**src/rtl/multi_cycle_control.sv**
```systemverilog
// multi_cycle_control: FSM that walks each RV32I instruction through FETCH/DECODE/EXEC/MEM/WB
// and drives the datapath enables, with memory-wait watchdog, sticky trap and retire counter.
module multi_cycle_control #(
    parameter int TIMEOUT    = 15,
    parameter int ENABLE_SLT = 1,
    parameter int CNT_W      = 32
) (
    input  logic             i_clk,
    input  logic             i_rst_n,
    input  logic [31:0]      i_inst,
    input  logic             i_br_true,
    input  logic             i_imem_ready,
    input  logic             i_dmem_ready,
    output logic             o_ir_we,
    output logic             o_pc_we,
    output logic [1:0]       o_npc_op,
    output logic [2:0]       o_br_ctrl,
    output logic [2:0]       o_sext_op,
    output logic [3:0]       o_alu_op,
    output logic [1:0]       o_alub_sel,
    output logic [1:0]       o_wd_sel,
    output logic             o_rf_we,
    output logic             o_dram_re,
    output logic             o_dram_we,
    output logic             o_retire,
    output logic [CNT_W-1:0] o_instret,
    output logic             o_trap,
    output logic [1:0]       o_trap_cause,
    output logic [2:0]       o_state
);
    typedef enum logic [2:0] {FETCH, DECODE, EXEC, MEM, WB, TRAP} state_t;
    typedef enum logic [1:0] {C_OTHER, C_BR, C_LW, C_SW} cls_t;
    typedef struct packed {
        cls_t       cls;
        logic [3:0] alu;
        logic [2:0] sext;
        logic [2:0] br;
        logic [1:0] wd;
        logic [1:0] alub;
        logic [1:0] npc;
    } dec_t;
    localparam int WW = $clog2(TIMEOUT + 1) + 1;

    state_t           r_state, w_next;
    dec_t             r_dec, w_dec;
    logic [WW-1:0]    r_wait;
    logic [1:0]       r_cause, w_cause;
    logic [CNT_W-1:0] r_instret;
    logic [6:0]       w_op, w_f7;
    logic [2:0]       w_f3;
    logic [3:0]       w_alu;
    logic             w_alt, w_slt_bad, w_illegal, w_limit, w_br_ex, w_sw_done, w_unused;

    assign w_op      = i_inst[6:0];
    assign w_f3      = i_inst[14:12];
    assign w_f7      = i_inst[31:25];
    assign w_unused  = ^{i_inst[24:15], i_inst[11:7]};
    assign w_alt     = i_inst[30] && (w_f3 == 3'd5 || (w_f3 == 3'd0 && w_op == 7'h33));
    assign w_slt_bad = ENABLE_SLT == 0 && (w_f3 == 3'd2 || w_f3 == 3'd3);
    assign w_limit   = TIMEOUT != 0 && r_wait == WW'(TIMEOUT - 1);
    assign w_br_ex   = r_state == EXEC && r_dec.cls == C_BR;
    assign w_sw_done = r_state == MEM && r_dec.cls == C_SW && i_dmem_ready;

    always_comb begin
        case (w_f3)
            3'd0: w_alu = w_alt ? 4'd1 : 4'd0;
            3'd1: w_alu = 4'd5;
            3'd2: w_alu = 4'd8;
            3'd3: w_alu = 4'd9;
            3'd4: w_alu = 4'd4;
            3'd5: w_alu = w_alt ? 4'd7 : 4'd6;
            3'd6: w_alu = 4'd3;
            default: w_alu = 4'd2;
        endcase
    end

    always_comb begin
        w_dec     = '0;
        w_illegal = 1'b0;
        case (w_op)
            7'h33: begin
                w_dec.alu = w_alu;
                w_illegal = !(w_f7 == 7'h00 || (w_f7 == 7'h20 && (w_f3 == 3'd0 || w_f3 == 3'd5))) || w_slt_bad;
            end
            7'h13: begin
                w_dec.alu  = w_alu;
                w_dec.alub = 2'd1;
                w_illegal  = (w_f3 == 3'd1 && w_f7 != 7'h00) ||
                             (w_f3 == 3'd5 && w_f7 != 7'h00 && w_f7 != 7'h20) || w_slt_bad;
            end
            7'h03: begin
                w_dec.cls  = C_LW;
                w_dec.alub = 2'd1;
                w_dec.wd   = 2'd3;
                w_illegal  = w_f3 != 3'd2;
            end
            7'h23: begin
                w_dec.cls  = C_SW;
                w_dec.sext = 3'd3;
                w_dec.alub = 2'd1;
                w_illegal  = w_f3 != 3'd2;
            end
            7'h63: begin
                // funct3 {0,1,4,5,6,7} maps onto compare codes 1..6
                w_dec.cls  = C_BR;
                w_dec.sext = 3'd1;
                w_dec.br   = w_f3[2] ? w_f3 - 3'd1 : w_f3 + 3'd1;
                w_illegal  = w_f3 == 3'd2 || w_f3 == 3'd3;
            end
            7'h37: begin
                w_dec.sext = 3'd4;
                w_dec.wd   = 2'd2;
            end
            7'h6F: begin
                w_dec.sext = 3'd2;
                w_dec.wd   = 2'd1;
                w_dec.npc  = 2'd1;
            end
            7'h67: begin
                w_dec.alub = 2'd1;
                w_dec.wd   = 2'd1;
                w_dec.npc  = 2'd2;
                w_illegal  = w_f3 != 3'd0;
            end
            default: w_illegal = 1'b1;
        endcase
    end

    always_comb begin
        w_next = r_state;
        case (r_state)
            FETCH:  w_next = i_imem_ready ? DECODE : (w_limit ? TRAP : FETCH);
            DECODE: w_next = w_illegal ? TRAP : EXEC;
            EXEC:   w_next = r_dec.cls == C_BR ? FETCH : (r_dec.cls == C_OTHER ? WB : MEM);
            MEM:    w_next = !i_dmem_ready ? (w_limit ? TRAP : MEM) : (r_dec.cls == C_LW ? WB : FETCH);
            WB:     w_next = FETCH;
            default: w_next = TRAP;
        endcase
        w_cause      = (w_next == TRAP && r_state != TRAP) ?
                       (r_state == DECODE ? 2'd1 : (r_state == FETCH ? 2'd2 : 2'd3)) : r_cause;
        // enables are gated by reset so an aborted instruction commits nothing
        o_ir_we      = i_rst_n && r_state == FETCH && i_imem_ready;
        o_retire     = i_rst_n && (w_br_ex || w_sw_done || r_state == WB);
        o_pc_we      = o_retire;
        o_rf_we      = i_rst_n && r_state == WB;
        o_dram_re    = i_rst_n && r_state == MEM && r_dec.cls == C_LW;
        o_dram_we    = i_rst_n && r_state == MEM && r_dec.cls == C_SW;
        o_npc_op     = r_state == WB ? r_dec.npc : ((w_br_ex && i_br_true) ? 2'd1 : 2'd0);
        o_br_ctrl    = r_dec.br;
        o_sext_op    = r_dec.sext;
        o_alu_op     = r_dec.alu;
        o_alub_sel   = r_dec.alub;
        o_wd_sel     = r_dec.wd;
        o_trap       = r_state == TRAP;
        o_trap_cause = r_cause;
        o_state      = r_state;
        o_instret    = r_instret;
    end

    always_ff @(posedge i_clk) begin
        if (!i_rst_n) begin
            r_state   <= FETCH;
            r_dec     <= '0;
            r_wait    <= '0;
            r_cause   <= '0;
            r_instret <= '0;
        end else begin
            r_state   <= w_next;
            r_cause   <= w_cause;
            r_wait    <= (w_next == r_state && r_state != TRAP) ? r_wait + 1'b1 : '0;
            r_dec     <= r_state == DECODE ? w_dec : r_dec;
            r_instret <= o_retire ? r_instret + 1'b1 : r_instret;
        end
    end
endmodule

```
**config.mk**
```make
export PLATFORM = sky130hd
export DESIGN_NAME = multi_cycle_control
export DESIGN_NICKNAME = d
export VERILOG_FILES = /design/src/rtl/multi_cycle_control.sv
export SDC_FILE = /design/constraint.sdc
export NUM_CORES = 1
export LEC_CHECK = 0
export CORE_ASPECT_RATIO = 1.25
export CORE_MARGIN = 2
export CORE_UTILIZATION = 52
export DETAILED_ROUTE_END_ITERATION = 6
export GPL_TIMING_DRIVEN = 0
export PLACE_DENSITY = 0.92
export SETUP_SLACK_MARGIN = 0.02
export SLEW_MARGIN = 10
export SYNTH_ARGS = -nofsm -noshare
export SYNTH_HDL_FRONTEND = slang
export SYNTH_SLANG_ARGS = --single-unit
```
**constraint.sdc**
```tcl
create_clock -name i_clk -period 3.4 [get_ports i_clk]
set_input_delay 0.51 -clock i_clk [delete_from_list [all_inputs] [get_ports i_clk]]
set_output_delay 0.51 -clock i_clk [all_outputs]
set_load 0.01 [all_outputs]
```
# After elaboration in Yosys (flattened, before gate mapping)
# Cells that the tools add are included.
# word_totals
output_inout_bits,60
latchBits,0
memories,0
ff_bits,60
input_bits,37
wordCells,108
rom_bits,0
mem_bits_rw,0
# op_classes
n_addsub,4
eq_ne,29
n_reduce_logical,39
n_shift,0
muxes,25
order_cmp,0
bitwise,0
n_mul,0
div_mod_pow,0
# op_table
operator,count
$add A32 B1 Y32 const B,1
$mux W3,10
$eq A7 B6 Y1 const B,4
$pmux W4 S7,1
$eq A7 B7 Y1 const B,3
$logic_and A1 B1 Y1,19
$eq A3 B3 Y1 const B,6
$pmux W3 S5,1
$eq A3 B2 Y1 const B,4
$pmux W2 S3,2
$pmux W3 S4,1
$reduce_or A2 Y1,4
$eq A7 B2 Y1 const B,1
$eq A7 B5 Y1 const B,1
$logic_not A7 Y1,1
$logic_or A1 B1 Y1,7
$ne A7 B6 Y1 const B,1
$reduce_bool A7 Y1,1
$eq A3 B1 Y1 const B,2
$logic_not A3 Y1,2
$pmux W1 S6,1
$add A5 B1 Y5 const B,1
$eq A5 B4 Y1 const B,1
$mux W1,5
15 further kinds,17

# Logic depth before layout (Yosys ltp)
# depth
ltp_word,11
depth_mapped,7

# Least setup slack after synthesis
# OpenSTA, ideal clock, no wires.
# synth_timing
path_type,input port to flip-flop
start,in i_inst[6]
end,"reg r_state[1], in the netlist o_state[1]"
setup_time_ns,0.116
path_buffers,1
t_arrival_ns,1.925
slack_ns,1.358
path_stages,6
cell_sequence,clkbuf_1 > or3_1 > or3_1 > o221ai_1 > a21oi_1 > a31o_2
# synth_via
elab_chain_len,5
elab_cells_between_ends,13
cone_classes,8 x eq/ne; 3 x mux; 2 x reduce/logical
# synth_lines
element,line,source
start: declaration,10,"input logic [31:0] i_inst,"
"$eq A7 B7 Y1, or another cell as far along",80,case (w_op)
$reduce_or A2 Y1 (no source line),-,
$pmux W1 S6 (*),80,
$mux W3 (*),133,DECODE: w_next = w_illegal ? TRAP : EXEC;
$pmux W3 S5 (*),131,case (r_state)
end signal: assignment,168,r_state <= w_next;
end: declaration,44,"state_t r_state, w_next;"
# Every way passes the cells marked *; elsewhere a longest branch is shown, timed or not.
# A chain may end at the register's enable or synchronous reset.

# Final worst setup path
# layout_timing
start,in i_rst_n
end,out o_retire
# layout_via
elab_chain_len,1
# layout_lines
element,line,source
start: declaration,9,"input logic i_rst_n,"
$logic_and A1 B1 Y1,143,o_retire = i_rst_n && (w_br_ex || w_sw_done || r_state == WB);
end: declaration,25,"output logic o_retire,"
# No other way between the ends.

==> results.toml <==
[outcome]
status = "finished clean"

[clock_network]
cts_tree = "done"
cts_hold_buf = 0
cts_sinks = 59
path_clk_slew_ns = 0.06
cts_buffers = 9
clk_path_buf_depth = 2
cts_setup_buffers = 0
htreeDepth = 3
cts.repair.resized = 0
clk-insertion-delay-late_ns = 0.34
cts_root_buffer = "clkbuf_8"

[timing]
rsz0062_at_grt = "no"
holdWs_ns = 0.460
clock_skew_ns = 0.00697
fin_ws_ns = 0.197
period_share = 0.942
min_period_ns = 3.20
slew_headroom = 0.587
finalHoldViolations = 0
fmax_mhz = 312
setup_viol = 0
tns_ns = 0
tightest_slew_ns = 0.614
maxSlewViolCount = 0

[worst_setup_path]
timing_worst_setup_path_type = "input port to output port"
cp.arrival_ns = 2.69
start_kind = "input port"
critPathCaptureType = "output port"
critPathMaxFanout = 10
required_ns = 2.89

[place]
dp_cells = 592
io_buffers = 78
postPlaceCellArea_um2 = 4370
gp_congestion = 0.920
place_hpwl_um = 6800
dp_slack_ns = 0.242

[logic_synthesis]
synthTopCellsByArea = "dfxtp_1, nor2_1, xnor2_1"
ys_types = 63
yosysSeqAreaShare = 0.340
yosysWarningCount = 0
synth-async-reset-ratio = 0
synth_area_um2 = 3480
avgSynthCellArea_um2 = 8.14
synth_common_cells = "dfxtp_1, nor2_1, nand2_1"
syn_nets = 472
synth_top_cell_area_share = 0.340
synth_edf_count = 0
syn_inst = 427
ys_ff_latch = 59
ys.flop_type = "dfxtp_1"
synth_area_leader_cell = "dfxtp_1"

[routing]
post_drt_wl_per_cell_um = 15.4
via_count = 3505
dr.pass1.iters = 4
vias_per_cell = 5.76
drc_errors = 0
drtIter0Drc = 180
ant_nets = 0
wl_um = 9380

[final_layout]
diodes = 0
fin_cells = 608
stdcell_area_um2 = 4540
final_util = 0.695
nets = 561
drive_gt1_frac = 0.121
synthToLayoutAreaGrowth_pct = 30.5

[pwr]
power_mw = 1.43
power_density_nw_per_um2 = 315
leakagePower_nw = 1.56
vdd_drop_max_v = 0.000210

[grt]
grt_pass1_vias = 3262
grt_pass1_wl_um = 14900
antenna_found_initial = 0
grt_max_degree = 11
grt-ovfl-total = 0
grt.total_usage = 0.253

[flow_run]
max_cap_viol_count = 0

[worst_hold_path]
min_path_type = "flip-flop to flip-flop"

[floorplanning]
num_io_pins = 97
floorplan.core_area_um2 = 6520
fp-row-count = 33
die_w_um = 77.1
die_y_um = 95.4
fp.dieArea_um2 = 7360
start_util = 0.533
state kept, by name (all words and copies together), names as in the netlist:
name / flops
o_alub_sel: 1
r_wait: 5
o_instret: 32
o_sext_op: 3
o_br_ctrl: 3
r_dec: 4
o_alu_op: 4
o_wd_sel: 2
o_state: 3
o_trap_cause: 2
cells in the final DEF, fill, tap and decap left out, drive strengths merged, types with 2 or more instances in the layout:
| cell | instances |
|---|---|
| clkdlybuf4s50 | 78 |
| nor2 | 59 |
| dfxtp | 59 |
| nand2 | 37 |
| a21oi | 34 |
| clkbuf | 26 |
| buf | 21 |
| xnor2 | 20 |
| nand3 | 18 |
| inv | 15 |
| o21ai | 15 |
| a2111oi | 14 |
| nor3 | 9 |
| ha | 8 |
| nand4 | 8 |
| a211oi | 7 |
| nor2b | 6 |
| nand2b | 6 |
| and3 | 6 |
| mux2i | 5 |
| xor2 | 5 |
| or3 | 5 |
| clkinv | 5 |
| and4 | 5 |
| nand3b | 4 |
| o31ai | 4 |
| or4 | 4 |
| o211ai | 4 |
| a31o | 3 |
| nand4b | 3 |
| or2 | 3 |
| o2111ai | 3 |
| and2 | 2 |
| o21ba | 2 |
kinds of logic (layout without fill, tap and decap cells):
family / Yosys count / count (layout) / synth area share
and+or+nand+nor: 179 / 179 / 0.264
AOI/OAI and AO/OA: 99 / 99 / 0.208
DFF: 59 / 59 / 0.340
buffers and inverters: 51 / 145 / 0.0806
xor gates and xnor gates: 25 / 25 / 0.0630
adders and majority gates: 8 / 8 / 0.0288
muxes: 5 / 5 / 0.0144
other: 1 / 1 / 0.00108
worst paths after layout:
check / endpoint / startpoint / depth (start not counted) / slack [ns]
setup reg to reg: o_instret[23] / o_state[0] / 7 / 1.28
setup / recovery: o_retire / i_rst_n / 7 / 0.20
hold / removal: o_sext_op[0] / o_sext_op[0] / 2 / 0.46
hold reg to reg: o_sext_op[0] / o_sext_op[0] / 2 / 0.46
where the power goes:
part           total [mW]  switching [mW]  internal [mW]
logic               0.171          0.0987         0.0720
registers           0.707         0.00825          0.698
clock network       0.550           0.270          0.280
total                1.43           0.377           1.05
routing by layer:
metal  part of all wire  track usage
met5                  0            0
met4              0.016        0.104
met3              0.067       0.0606
met2               0.51        0.459
met1               0.41        0.286
worst max-delay path, cell delays in order:
cell and delay [ns]:
clkdlybuf4s50_1 0.54, inv_1 0.17, buf_2 0.28, clkbuf_1 0.41
nor2_1 0.16, buf_4 0.16, clkdlybuf4s50_1 0.46
area by class of cell:
class | instances | area (um2)
flip-flops and latches | 59 | 1180
well taps | 87 | 109
clock inverters | 5 | 28.8
fillers | 555 | 1990
multi-input cells | 317 | 2010
clock buffers | 11 | 141
inverters | 15 | 56.3
plain buffers | 36 | 224
repair buffers | 78 | 781
Power figures use the tool's default switching activity.
